<file path="src/rtl/cpu_pkg.sv">
// Shared CPU definitions: opcodes, ALU codes, sequencer state encoding and control vector.
package cpu_pkg;

    localparam int OPC_W_DEF = 5;

    localparam logic [4:0] OP_LD   = 5'b00000;
    localparam logic [4:0] OP_LDI  = 5'b00001;
    localparam logic [4:0] OP_ST   = 5'b00010;
    localparam logic [4:0] OP_ADD  = 5'b00011;
    localparam logic [4:0] OP_SUB  = 5'b00100;
    localparam logic [4:0] OP_AND  = 5'b00101;
    localparam logic [4:0] OP_OR   = 5'b00110;
    localparam logic [4:0] OP_ADDI = 5'b01100;
    localparam logic [4:0] OP_ANDI = 5'b01101;
    localparam logic [4:0] OP_ORI  = 5'b01110;
    localparam logic [4:0] OP_NOP  = 5'b11010;
    localparam logic [4:0] OP_HALT = 5'b11011;

    localparam logic [4:0] ALU_ADD = 5'b00011;
    localparam logic [4:0] ALU_SUB = 5'b00100;
    localparam logic [4:0] ALU_AND = 5'b00101;
    localparam logic [4:0] ALU_OR  = 5'b00110;

    typedef enum logic [3:0] {
        ST_RST  = 4'd0,
        ST_T0   = 4'd1,
        ST_T1   = 4'd2,
        ST_T2   = 4'd3,
        ST_T3   = 4'd4,
        ST_T4   = 4'd5,
        ST_T5   = 4'd6,
        ST_T6   = 4'd7,
        ST_T7   = 4'd8,
        ST_HALT = 4'd9
    } state_t;

    typedef struct packed {
        logic       pc_enable;
        logic       pc_increment_enable;
        logic       ir_enable;
        logic       y_enable;
        logic       z_enable;
        logic       mar_enable;
        logic       mdr_enable;
        logic       r_enable;
        logic       read;
        logic       write;
        logic       gra;
        logic       grb;
        logic       grc;
        logic       baout;
        logic       pc_select;
        logic       z_lo_select;
        logic       mdr_select;
        logic       c_select;
        logic       r_select;
        logic [4:0] alu_instruction;
        logic       run;
    } ctrl_t;

    function automatic logic op_is_reg_alu(input logic [4:0] op);
        return (op == OP_ADD) || (op == OP_SUB) || (op == OP_AND) || (op == OP_OR);
    endfunction

    function automatic logic op_is_imm_alu(input logic [4:0] op);
        return (op == OP_ADDI) || (op == OP_ANDI) || (op == OP_ORI);
    endfunction

    function automatic logic op_is_mem(input logic [4:0] op);
        return (op == OP_LD) || (op == OP_LDI) || (op == OP_ST);
    endfunction

    function automatic logic op_known(input logic [4:0] op);
        return op_is_mem(op) || op_is_reg_alu(op) || op_is_imm_alu(op) ||
               (op == OP_NOP) || (op == OP_HALT);
    endfunction

    // Immediate forms share the ALU code of their register counterpart.
    function automatic logic [4:0] alu_code(input logic [4:0] op);
        logic [4:0] code;
        case (op)
            OP_SUB:          code = ALU_SUB;
            OP_AND, OP_ANDI: code = ALU_AND;
            OP_OR,  OP_ORI:  code = ALU_OR;
            default:         code = ALU_ADD;
        endcase
        return code;
    endfunction

endpackage

</file>
<file path="src/rtl/control_unit_if.sv">
// Control bundle between the sequencer (master) and the datapath (slave), including the IR feedback.
interface control_unit_if;
    logic [31:0] IR_Data;
    logic        PC_enable, PC_increment_enable, IR_enable, Y_enable, Z_enable;
    logic        MAR_enable, MDR_enable, r_enable;
    logic        read, write;
    logic        Gra, Grb, Grc, BAout;
    logic        PC_select, Z_LO_select, MDR_select, c_select, r_select;
    logic [4:0]  alu_instruction;
    logic        run;
    logic        illegal;

    modport master (
        input  IR_Data,
        output PC_enable, PC_increment_enable, IR_enable, Y_enable, Z_enable,
               MAR_enable, MDR_enable, r_enable, read, write,
               Gra, Grb, Grc, BAout,
               PC_select, Z_LO_select, MDR_select, c_select, r_select,
               alu_instruction, run, illegal
    );

    modport slave (
        output IR_Data,
        input  PC_enable, PC_increment_enable, IR_enable, Y_enable, Z_enable,
               MAR_enable, MDR_enable, r_enable, read, write,
               Gra, Grb, Grc, BAout,
               PC_select, Z_LO_select, MDR_select, c_select, r_select,
               alu_instruction, run, illegal
    );
endinterface

</file>
<file path="src/rtl/control_decode.sv">
// Combinational Moore decode of sequencer state plus opcode into the control vector.
module control_decode
    import cpu_pkg::*;
#(
    parameter int OPC_W = OPC_W_DEF
) (
    input  state_t           state_i,
    input  logic [OPC_W-1:0] opcode_i,
    output ctrl_t            ctrl_o,
    output logic             illegal_o
);

    logic is_mem, is_reg, is_imm, is_ld, is_ldi, is_st, is_bad;

    always_comb begin
        is_mem = op_is_mem(opcode_i);
        is_reg = op_is_reg_alu(opcode_i);
        is_imm = op_is_imm_alu(opcode_i);
        is_ld  = (opcode_i == OP_LD);
        is_ldi = (opcode_i == OP_LDI);
        is_st  = (opcode_i == OP_ST);
        is_bad = !op_known(opcode_i);
    end

    always_comb begin
        ctrl_o    = '0;
        illegal_o = 1'b0;
        ctrl_o.run = (state_i != ST_RST) && (state_i != ST_HALT);
        case (state_i)
            ST_T0: begin
                ctrl_o.pc_select  = 1'b1;
                ctrl_o.mar_enable = 1'b1;
            end
            ST_T1: begin
                ctrl_o.pc_increment_enable = 1'b1;
                ctrl_o.read                = 1'b1;
                ctrl_o.mdr_enable          = 1'b1;
            end
            ST_T2: begin
                ctrl_o.mdr_select = 1'b1;
                ctrl_o.ir_enable  = 1'b1;
            end
            ST_T3: begin
                // Base register into Y; memory ops route it through BAout so R0 reads as zero.
                if (is_mem) begin
                    ctrl_o.grb      = 1'b1;
                    ctrl_o.baout    = 1'b1;
                    ctrl_o.y_enable = 1'b1;
                end else if (is_reg || is_imm) begin
                    ctrl_o.grb      = 1'b1;
                    ctrl_o.r_select = 1'b1;
                    ctrl_o.y_enable = 1'b1;
                end
                illegal_o = is_bad;
            end
            ST_T4: begin
                if (is_mem) begin
                    ctrl_o.c_select        = 1'b1;
                    ctrl_o.alu_instruction = ALU_ADD;
                    ctrl_o.z_enable        = 1'b1;
                end else if (is_reg) begin
                    ctrl_o.grc             = 1'b1;
                    ctrl_o.r_select        = 1'b1;
                    ctrl_o.alu_instruction = alu_code(opcode_i);
                    ctrl_o.z_enable        = 1'b1;
                end else if (is_imm) begin
                    ctrl_o.c_select        = 1'b1;
                    ctrl_o.alu_instruction = alu_code(opcode_i);
                    ctrl_o.z_enable        = 1'b1;
                end
            end
            ST_T5: begin
                if (is_ld || is_st) begin
                    ctrl_o.z_lo_select = 1'b1;
                    ctrl_o.mar_enable  = 1'b1;
                end else if (is_ldi || is_reg || is_imm) begin
                    ctrl_o.z_lo_select = 1'b1;
                    ctrl_o.gra         = 1'b1;
                    ctrl_o.r_enable    = 1'b1;
                end
            end
            ST_T6: begin
                if (is_ld) begin
                    ctrl_o.read       = 1'b1;
                    ctrl_o.mdr_enable = 1'b1;
                end else if (is_st) begin
                    ctrl_o.gra        = 1'b1;
                    ctrl_o.r_select   = 1'b1;
                    ctrl_o.mdr_enable = 1'b1;
                end
            end
            ST_T7: begin
                if (is_ld) begin
                    ctrl_o.mdr_select = 1'b1;
                    ctrl_o.gra        = 1'b1;
                    ctrl_o.r_enable   = 1'b1;
                end else if (is_st) begin
                    ctrl_o.write = 1'b1;
                end
            end
            default: ;
        endcase
    end

endmodule

</file>
<file path="src/rtl/control_unit.sv">
// Hard-wired Moore sequencer: state register and next-state logic; outputs decoded combinationally.
module control_unit
    import cpu_pkg::*;
#(
    parameter int OPC_W = OPC_W_DEF
) (
    input  logic              clk,
    input  logic              reset_n,
    control_unit_if.master    bus
);

    state_t           state_q, state_d;
    logic [OPC_W-1:0] opcode;
    ctrl_t            ctrl;
    logic             illegal;

    assign opcode = bus.IR_Data[31 -: OPC_W];

    always_ff @(posedge clk) begin
        if (!reset_n) begin
            state_q <= ST_RST;
        end else begin
            state_q <= state_d;
        end
    end

    always_comb begin
        state_d = state_q;
        case (state_q)
            ST_RST: state_d = ST_T0;
            ST_T0:  state_d = ST_T1;
            ST_T1:  state_d = ST_T2;
            ST_T2:  state_d = ST_T3;
            ST_T3: begin
                if (opcode == OP_HALT) begin
                    state_d = ST_HALT;
                end else if ((opcode == OP_NOP) || !op_known(opcode)) begin
                    state_d = ST_T0;
                end else begin
                    state_d = ST_T4;
                end
            end
            ST_T4:  state_d = ST_T5;
            ST_T5:  state_d = ((opcode == OP_LD) || (opcode == OP_ST)) ? ST_T6 : ST_T0;
            ST_T6:  state_d = ST_T7;
            ST_T7:  state_d = ST_T0;
            ST_HALT: state_d = ST_HALT;
            default: state_d = ST_RST;
        endcase
    end

    control_decode #(.OPC_W(OPC_W)) u_decode (
        .state_i   (state_q),
        .opcode_i  (opcode),
        .ctrl_o    (ctrl),
        .illegal_o (illegal)
    );

    // PC load is reserved for branches and held low; the PC only increments.
    assign bus.PC_enable           = 1'b0;
    assign bus.PC_increment_enable = ctrl.pc_increment_enable;
    assign bus.IR_enable           = ctrl.ir_enable;
    assign bus.Y_enable            = ctrl.y_enable;
    assign bus.Z_enable            = ctrl.z_enable;
    assign bus.MAR_enable          = ctrl.mar_enable;
    assign bus.MDR_enable          = ctrl.mdr_enable;
    assign bus.r_enable            = ctrl.r_enable;
    assign bus.read                = ctrl.read;
    assign bus.write               = ctrl.write;
    assign bus.Gra                 = ctrl.gra;
    assign bus.Grb                 = ctrl.grb;
    assign bus.Grc                 = ctrl.grc;
    assign bus.BAout               = ctrl.baout;
    assign bus.PC_select           = ctrl.pc_select;
    assign bus.Z_LO_select         = ctrl.z_lo_select;
    assign bus.MDR_select          = ctrl.mdr_select;
    assign bus.c_select            = ctrl.c_select;
    assign bus.r_select            = ctrl.r_select;
    assign bus.alu_instruction     = ctrl.alu_instruction;
    assign bus.run                 = ctrl.run;
    assign bus.illegal             = illegal;

endmodule

</file>
<file path="src/flat_wrapper.sv">
// flat-port wrapper written by rule: the top's interface ports become plain ports
module control_unit_flat import cpu_pkg::*;
#(
    parameter int OPC_W = OPC_W_DEF
)
  (clk, reset_n, bus_IR_Data, bus_PC_enable, bus_PC_increment_enable, bus_IR_enable, bus_Y_enable, bus_Z_enable, bus_MAR_enable, bus_MDR_enable, bus_r_enable, bus_read, bus_write, bus_Gra, bus_Grb, bus_Grc, bus_BAout, bus_PC_select, bus_Z_LO_select, bus_MDR_select, bus_c_select, bus_r_select, bus_alu_instruction, bus_run, bus_illegal);
  control_unit_if bus_i ();
  input  logic clk;
  input  logic reset_n;
  input wire logic [$bits(bus_i.IR_Data)-1:0] bus_IR_Data;
  output wire logic [$bits(bus_i.PC_enable)-1:0] bus_PC_enable;
  output wire logic [$bits(bus_i.PC_increment_enable)-1:0] bus_PC_increment_enable;
  output wire logic [$bits(bus_i.IR_enable)-1:0] bus_IR_enable;
  output wire logic [$bits(bus_i.Y_enable)-1:0] bus_Y_enable;
  output wire logic [$bits(bus_i.Z_enable)-1:0] bus_Z_enable;
  output wire logic [$bits(bus_i.MAR_enable)-1:0] bus_MAR_enable;
  output wire logic [$bits(bus_i.MDR_enable)-1:0] bus_MDR_enable;
  output wire logic [$bits(bus_i.r_enable)-1:0] bus_r_enable;
  output wire logic [$bits(bus_i.read)-1:0] bus_read;
  output wire logic [$bits(bus_i.write)-1:0] bus_write;
  output wire logic [$bits(bus_i.Gra)-1:0] bus_Gra;
  output wire logic [$bits(bus_i.Grb)-1:0] bus_Grb;
  output wire logic [$bits(bus_i.Grc)-1:0] bus_Grc;
  output wire logic [$bits(bus_i.BAout)-1:0] bus_BAout;
  output wire logic [$bits(bus_i.PC_select)-1:0] bus_PC_select;
  output wire logic [$bits(bus_i.Z_LO_select)-1:0] bus_Z_LO_select;
  output wire logic [$bits(bus_i.MDR_select)-1:0] bus_MDR_select;
  output wire logic [$bits(bus_i.c_select)-1:0] bus_c_select;
  output wire logic [$bits(bus_i.r_select)-1:0] bus_r_select;
  output wire logic [$bits(bus_i.alu_instruction)-1:0] bus_alu_instruction;
  output wire logic [$bits(bus_i.run)-1:0] bus_run;
  output wire logic [$bits(bus_i.illegal)-1:0] bus_illegal;
  assign bus_i.IR_Data = bus_IR_Data;
  assign bus_PC_enable = bus_i.PC_enable;
  assign bus_PC_increment_enable = bus_i.PC_increment_enable;
  assign bus_IR_enable = bus_i.IR_enable;
  assign bus_Y_enable = bus_i.Y_enable;
  assign bus_Z_enable = bus_i.Z_enable;
  assign bus_MAR_enable = bus_i.MAR_enable;
  assign bus_MDR_enable = bus_i.MDR_enable;
  assign bus_r_enable = bus_i.r_enable;
  assign bus_read = bus_i.read;
  assign bus_write = bus_i.write;
  assign bus_Gra = bus_i.Gra;
  assign bus_Grb = bus_i.Grb;
  assign bus_Grc = bus_i.Grc;
  assign bus_BAout = bus_i.BAout;
  assign bus_PC_select = bus_i.PC_select;
  assign bus_Z_LO_select = bus_i.Z_LO_select;
  assign bus_MDR_select = bus_i.MDR_select;
  assign bus_c_select = bus_i.c_select;
  assign bus_r_select = bus_i.r_select;
  assign bus_alu_instruction = bus_i.alu_instruction;
  assign bus_run = bus_i.run;
  assign bus_illegal = bus_i.illegal;
  control_unit #(.OPC_W(OPC_W)) u_core (.clk(clk), .reset_n(reset_n), .bus(bus_i));
endmodule
</file>
<file path="config.mk">
export PLATFORM = sky130hd
export DESIGN_NAME = control_unit_flat
export DESIGN_NICKNAME = d
export VERILOG_FILES = /design/src/rtl/cpu_pkg.sv /design/src/rtl/control_unit_if.sv /design/src/rtl/control_decode.sv /design/src/rtl/control_unit.sv /design/src/flat_wrapper.sv
export SDC_FILE = /design/constraint.sdc
export NUM_CORES = 1
export LEC_CHECK = 0
export ABC_AREA = 1
export CORE_ASPECT_RATIO = 1.2
export CORE_MARGIN = 5
export CORE_UTILIZATION = 31
export CTS_CLUSTER_DIAMETER = 30
export DETAILED_ROUTE_END_ITERATION = 8
export PLACE_DENSITY = 0.89
export SYNTH_ARGS = -nofsm -noshare
export SYNTH_HDL_FRONTEND = slang
export SYNTH_SLANG_ARGS = --single-unit
</file>
<file path="constraint.sdc">
create_clock -name clk -period 3.4 [get_ports clk]
set_input_delay 0.51 -clock clk [delete_from_list [all_inputs] [get_ports clk]]
set_output_delay 0.51 -clock clk [all_outputs]
set_load 0.02 [all_outputs]
</file>
# After elaboration in Yosys (flattened, before gate mapping)

Index checks and enable logic that the tools add are counted.

Register bits after elaboration: 4
Input port bits: 34
Output and inout bits: 26
Logic and storage cells: 92

Equal/unequal tests: 21
Muxes and demuxes: 46
Reductions and logical operators: 24

Operators by type and width:

| operator                                             | number |
|---|---|
| case mux 4 bit (9 select lines)                      | 1 |
| 2-to-1 mux 1 bit                                     | 30 |
| 2-to-1 mux 5 bit                                     | 4 |
| equality test 4 x 3 -> 1 bit (second input constant) | 4 |
| logical OR 1 bit                                     | 16 |
| equality test 5 x 3 -> 1 bit (second input constant) | 3 |
| equality test 5 x 4 -> 1 bit (second input constant) | 3 |
| equality test 5 x 2 -> 1 bit (second input constant) | 2 |
| equality test 5 bit (second input constant)          | 2 |
| case mux 1 bit (2 select lines)                      | 5 |
| case mux 3 bit (3 select lines)                      | 1 |
| equality test 4 x 2 -> 1 bit (second input constant) | 2 |
| equality test 4 bit (second input constant)          | 2 |
| 2-to-1 mux 3 bit                                     | 2 |
| case mux 1 bit (3 select lines)                      | 2 |
| OR reduction 2 bit                                   | 3 |
| equality test 5 x 1 -> 1 bit (second input constant) | 1 |
| logical NOT 5 bit                                    | 1 |
| equality test 4 x 1 -> 1 bit (second input constant) | 1 |
| logical NOT 4 bit                                    | 1 |
| 2-to-1 mux 4 bit                                     | 1 |
| != test 4 bit (second input constant)                | 1 |
| nonzero test 4 bit                                   | 1 |
| logical AND 1 bit                                    | 1 |
| logical NOT 1 bit                                    | 1 |

# Longest topological paths before layout

Depth after elaboration: 13
Depth in mapped cells: 10
Gate-level depth less buffers: 9

# Cells and area by module

Synthesis repeated with hierarchy kept, for this count alone.

Cell total of the unflattened synthesis: 142
Area, all modules: 710.7 µm²

By module, submodules not included:

| module         | instances | cells an instance | area an instance (µm²) | sequential area each (µm²) |
|---|---|---|---|---|
| control_decode | 1         | 93                | 444.2                  | 0.0 |
| control_unit   | 1         | 49                | 266.5                  | 80.1 |

# Least setup slack after synthesis

No wires, ideal clock.

Path type: input -> output
Start point: input port bus_IR_Data[29]
End point: output port bus_r_select
Arrival time: 1.507 ns
Required time: 2.890 ns
Setup slack: 1.383 ns
Stages on the path: 8
Buffers on the path: 0
Cells stage by stage: inv_1 -> nor2_1 -> nand4_1 -> inv_2 -> a21oi_4 -> nor2_1 -> nor2_1 -> nand2_1

Word-level cells in the longest chain between the ends: 8
Elaborated cells on any way between the ends: 25
Classes of those cells: 9 x eq/ne; 7 x mux; 9 x reduce/logical

RTL lines:

| element                                                                             | RTL line             | text |
|---|---|---|
| start: declaration                                                                  | flat_wrapper.sv:10   | `input wire logic [$bits(bus_i.IR_Data)-1:0] bus_IR_Data;` |
| equality test 5 x 2 -> 1 bit / equality test 5 x 3 -> 1 bit (equally long branches) | cpu_pkg.sv:62        | `return (op == OP_ADD) \|\| (op == OP_SUB) \|\| (op == OP_AND) \|\| (op == OP_OR);` |
| logical OR 1 bit (3 in series)                                                      | cpu_pkg.sv:62        |  |
| logical OR 1 bit                                                                    | control_decode.sv:49 | `end else if (is_reg \|\| is_imm) begin` |
| 2-to-1 mux 1 bit                                                                    | control_decode.sv:49 |  |
| 2-to-1 mux 1 bit                                                                    | control_decode.sv:45 | `if (is_mem) begin` |
| case mux 1 bit (3 select lines) *                                                   | control_decode.sv:29 | `case (state_i)` |
| end: declaration                                                                    | flat_wrapper.sv:29   | `output wire logic [$bits(bus_i.r_select)-1:0] bus_r_select;` |

Every way passes the cells marked *; elsewhere a longest branch is shown, timed or not.

# Worst setup path after layout

Start point: input port bus_IR_Data[28]
End point: output port bus_illegal

Word-level cells in the longest chain between the ends: 10
Elaborated cells on any way between the ends: 25
Classes of those cells: 11 x eq/ne; 1 x mux; 13 x reduce/logical

RTL lines:

| element                                                                             | RTL line             | text |
|---|---|---|
| equality test 5 x 2 -> 1 bit / equality test 5 x 3 -> 1 bit (equally long branches) | cpu_pkg.sv:62        |  |
| logical OR 1 bit (3 in series)                                                      | cpu_pkg.sv:62        |  |
| logical OR 1 bit (3 in series)                                                      | cpu_pkg.sv:74        | `return op_is_mem(op) \|\| op_is_reg_alu(op) \|\| op_is_imm_alu(op) \|\|` |
| logical OR 1 bit *                                                                  | cpu_pkg.sv:75        | `(op == OP_NOP) \|\| (op == OP_HALT);` |
| logical NOT 1 bit *                                                                 | control_decode.sv:22 | `is_bad = !op_known(opcode_i);` |
| 2-to-1 mux 1 bit *                                                                  | control_decode.sv:29 |  |
| end: declaration                                                                    | flat_wrapper.sv:32   | `output wire logic [$bits(bus_i.illegal)-1:0] bus_illegal;` |

Marks and branches as above.

==> summary.txt <==
Route
  – Remaining DRCs: 0
  – DRT iter0 DRCs: 28
  – Routed wire length: around 1800 um
  – Drt pass-1 iters: 4
  – Routed wire length per instance: ~11 um
  – Via density: between 5 and 6
  – Post-DRT Antenna Nets: 0
  – Via count: 815

GRT
  – Met1 GRT Util: a little over an eighth
  – Total track usage: between 10 and 15%
  – Met2 Use GR: 22.44%
  – Global route hottest layer: met2
  – GR Overflow Total: 0
  – Vias in the first global route: around 760
  – Initial antenna violation count: 0
  – First-pass GRT wire length: between 2000 and 3000 um
  – Pin count of the biggest net entering global routing: 7
  – Met3 Usage GRT: 4.370%

Clocking
  – Post-CTS Setup Inserts: 0
  – Clock Latency Late Sink: 0.24 ns
  – Cts repair resizes: 0
  – Root buf cell: clkbuf_4
  – CTS sink cnt: 4
  – Clock slew at reported path FFs: ~0.04 ns
  – Total CTS buffers: 3
  – Depth of the CTS H-tree: 1
  – Clock Tree Buf Depth: 2
  – TritonCTS clock tree: yes
  – Hold_buf cts: 0

Power and ir drop
  – Cell area power density: roughly 210 nW/um^2
  – Sw Ratio: between 30% and 40%
  – Clock power share: a little under a third
  – Comb power frac: between 40% and 50%
  – Power Internal: 0.0001209 W
  – Reg power frac: around a quarter
  – Max VDD drop: between 0.00015 and 0.0002 V
  – Leak: roughly 0.43 nW
  – Switch Pwr: 0.00007257 W

STA
  – RSZ-0062 raised after global routing: false
  – Final period utilization: roughly nine tenths
  – Tmin final: between 3 and 4 ns
  – Fin Clk Skew: between 0.002 and 0.003 ns
  – Setup violators final: 0
  – Fin. Hold Viols: 0
  – Post-route setup TNS: 0 ns
  – Fmax: 0.3315 GHz
  – Fin. max-slew vios: 0
  – Final hold slack: slightly above 0.5 ns

Run
  – Max-Cap Viols: 0

Layout
  – Fill cells: 200
  – Post-route cell area: roughly 920 um^2
  – P&R area growth vs syn: 52.18%
  – Max reg flops: 4
  – Antenna Cells: 0
  – Regs by FF count: u_core.state_q x4
  – Most flop-heavy register: u_core.state_q
  – Layout cells sized above 1: between 10% and 20%
  – Layout net count: around 180
  – Final std cells w/o fill: around 160

Place
  – DP Cell Count: about 160
  – Hpwl dp: approximately 1600 um
  – Placed Area: 893.4 um^2
  – Placer Congestion: between 0.8 and 0.9
  – # port buffers: 29

Setup path
  – Crit path capture type: output pin
  – Startpoint types: input port
  – Crit-path leading delay family: buffers and inverters
  – CP Depth: 10
  – CP arrival: between 2 and 3 ns
  – CP Cell Sequence: clkdlybuf4s50_1 > inv_1 > nand2_1 > nand2_1 > nand2_1 > nand2_2 > nand2_1 > nand4_2 > nor3b_2 > clkdlybuf4s50_1
  – Top cell by count, worst path: nand2_1
  – CP Class: input port to output pin
  – Slowest stage delay, CP: between 0.6 and 0.7 ns
  – Crit Path Max Fanout: 5
  – Worst EP required: slightly below 3 ns
  – Worst Reg-to-Reg Cells: 8
  – Crit path buf inv count: 3
  – Slowest-stage cell, CP: clkdlybuf4s50_1

Yosys
  – Sequential area share after synthesis: 13.31%
  – Cell Area, Synth: 601.8 um^2
  – Yosys reg bits: 4
  – Top FF cell, synth: dfxtp_1
  – Post-Syn Instances: approximately 110
  – Avg Cell Area, Syn: 5.326 um^2
  – Post-synth ARST share: 0%
  – Warnings, synthesis: 0
  – Most frequent cells after synthesis: 25 x nor2_1, 22 x inv_1, 22 x nand2_1, 5 x nor3_1
  – Area share of the largest cell type after synthesis: between 10% and 20%
  – Synth cell types: 23
  – Most instantiated library cell after synthesis: nor2_1
  – Synth area leaders: nor2_1 16%, inv_1 14%, nand2_1 14%
  – Post-synth EDFFs: 0
  – Yosys top cell by area: nor2_1

Die
  – Initial Util: 32.52%
  – Ports: 60
  – Placeable Area: between 1500 and 2000 um^2
  – Die area: between 2000 and 3000 um^2
  – Core Rows: 17
  – Die Width: between 50 and 60 um
  – Die extent in y: roughly 60 um

Outcome
  – Status: completed

Worst hold path
  – Worst Hold Depth: 1
  – Worst min path class: flop to flop
## layout make-up
| cell class | instances | area [um^2] | area share [%] |
|---|---|---|---|
| Timing Repair Buffer | 29 | 290.3 | 31.69 |
| Multi-Input combinational cell | 82 | 405.4 | 44.26 |
| Sequential cell | 4 | 80.08 | 8.743 |
| Tap cell | 19 | 23.77 | 2.596 |
| Clock buffer | 3 | 22.52 | 2.459 |
| Inverter | 25 | 93.84 | 10.25 |
## metrics by stage
stage / setup slack [ns] / total power, W / utilization, %
6_report: 0.3836 / 0.0001934 / 49.49
5_1_grt: 0.2041 / 0.0002101 / 49.49
4_1_cts: 0.3827 / 0.0001962 / 49.49
3_5_place_dp: 0.4020 / 0.0001322 / 48.28
3_3_place_gp: 0.4185 / 0.0001304 / 48.28
2_1_floorplan: 1.384 / 0.0001020 / -
## layer usage
metal | routed length, um | vias to the layer above
met5 | 0 | -
met2 | 942 | 32
met4 | 8 | 0
li1 | - | 406
met1 | 698 | 375
met3 | 164 | 2
## cells by family (layout without fill, tap and decap cells)
logic type,Yosys count,in the layout,share of synthesized area (%)
AO/OA/AOI/OAI,12,12,13.51
flip-flops,4,4,13.31
AND/OR/NAND/NOR,67,67,51.98
buffers and inverters,29,57,20.58
other,1,3,0.6231
## worst reg2reg max path, cell delays in order (launching register included)
cell	delay, ns
dfxtp_1	0.34
inv_1	0.08
nor2_1	0.12
inv_1	0.11
nor2_2	0.16
inv_2	0.08
o21ai_0	0.08
nor2_1	0.06
a21oi_1	0.14
## power by group through the flow
stage	Combinational, W	Clock (W)	Sequential [W]
3_5_place_dp	0.0000799	0	0.0000522
3_3_place_gp	0.0000783	0	0.0000521
5_1_grt	0.0000877	0.0000706	0.0000518
4_1_cts	0.0000804	0.0000644	0.0000515
6_report	0.0000805	0.0000614	0.0000515
2_1_floorplan	0.0000503	0	0.0000517
## layout by cell type (no fill, tap or decap)
cell,Yosys,routed
clkdlybuf4s50_1,0,29
nor2_1,25,25
inv_1,22,22
nand2_1,22,22
nor3_1,5,5
o21ai_0,4,4
dfxtp_1,4,4
nand4_1,3,3
inv_2,3,3
a21oi_1,3,3
conb_1,1,3
clkbuf_4,0,3
nor2_2,2,2
nor3_2,2,2
nand3_1,2,2
nand2_2,2,2
a211oi_1,2,2
o22ai_1,1,1
a21oi_4,1,1
nor4_1,1,1
o21ai_2,1,1
or2_2,1,1
nand4_2,1,1
nor3b_2,1,1
## final timing paths
| kind | from | end | slack [ns] |
|---|---|---|---|
| setup / recovery | bus_IR_Data[28] | bus_illegal | 0.38 |
| hold / removal | u_core.state_q[0] | u_core.state_q[0] | 0.52 |
| setup reg to reg | u_core.state_q[2] | u_core.state_q[2] | 2.16 |
| hold reg to reg | u_core.state_q[0] | u_core.state_q[0] | 0.52 |
Power figures use the tool's default switching activity.
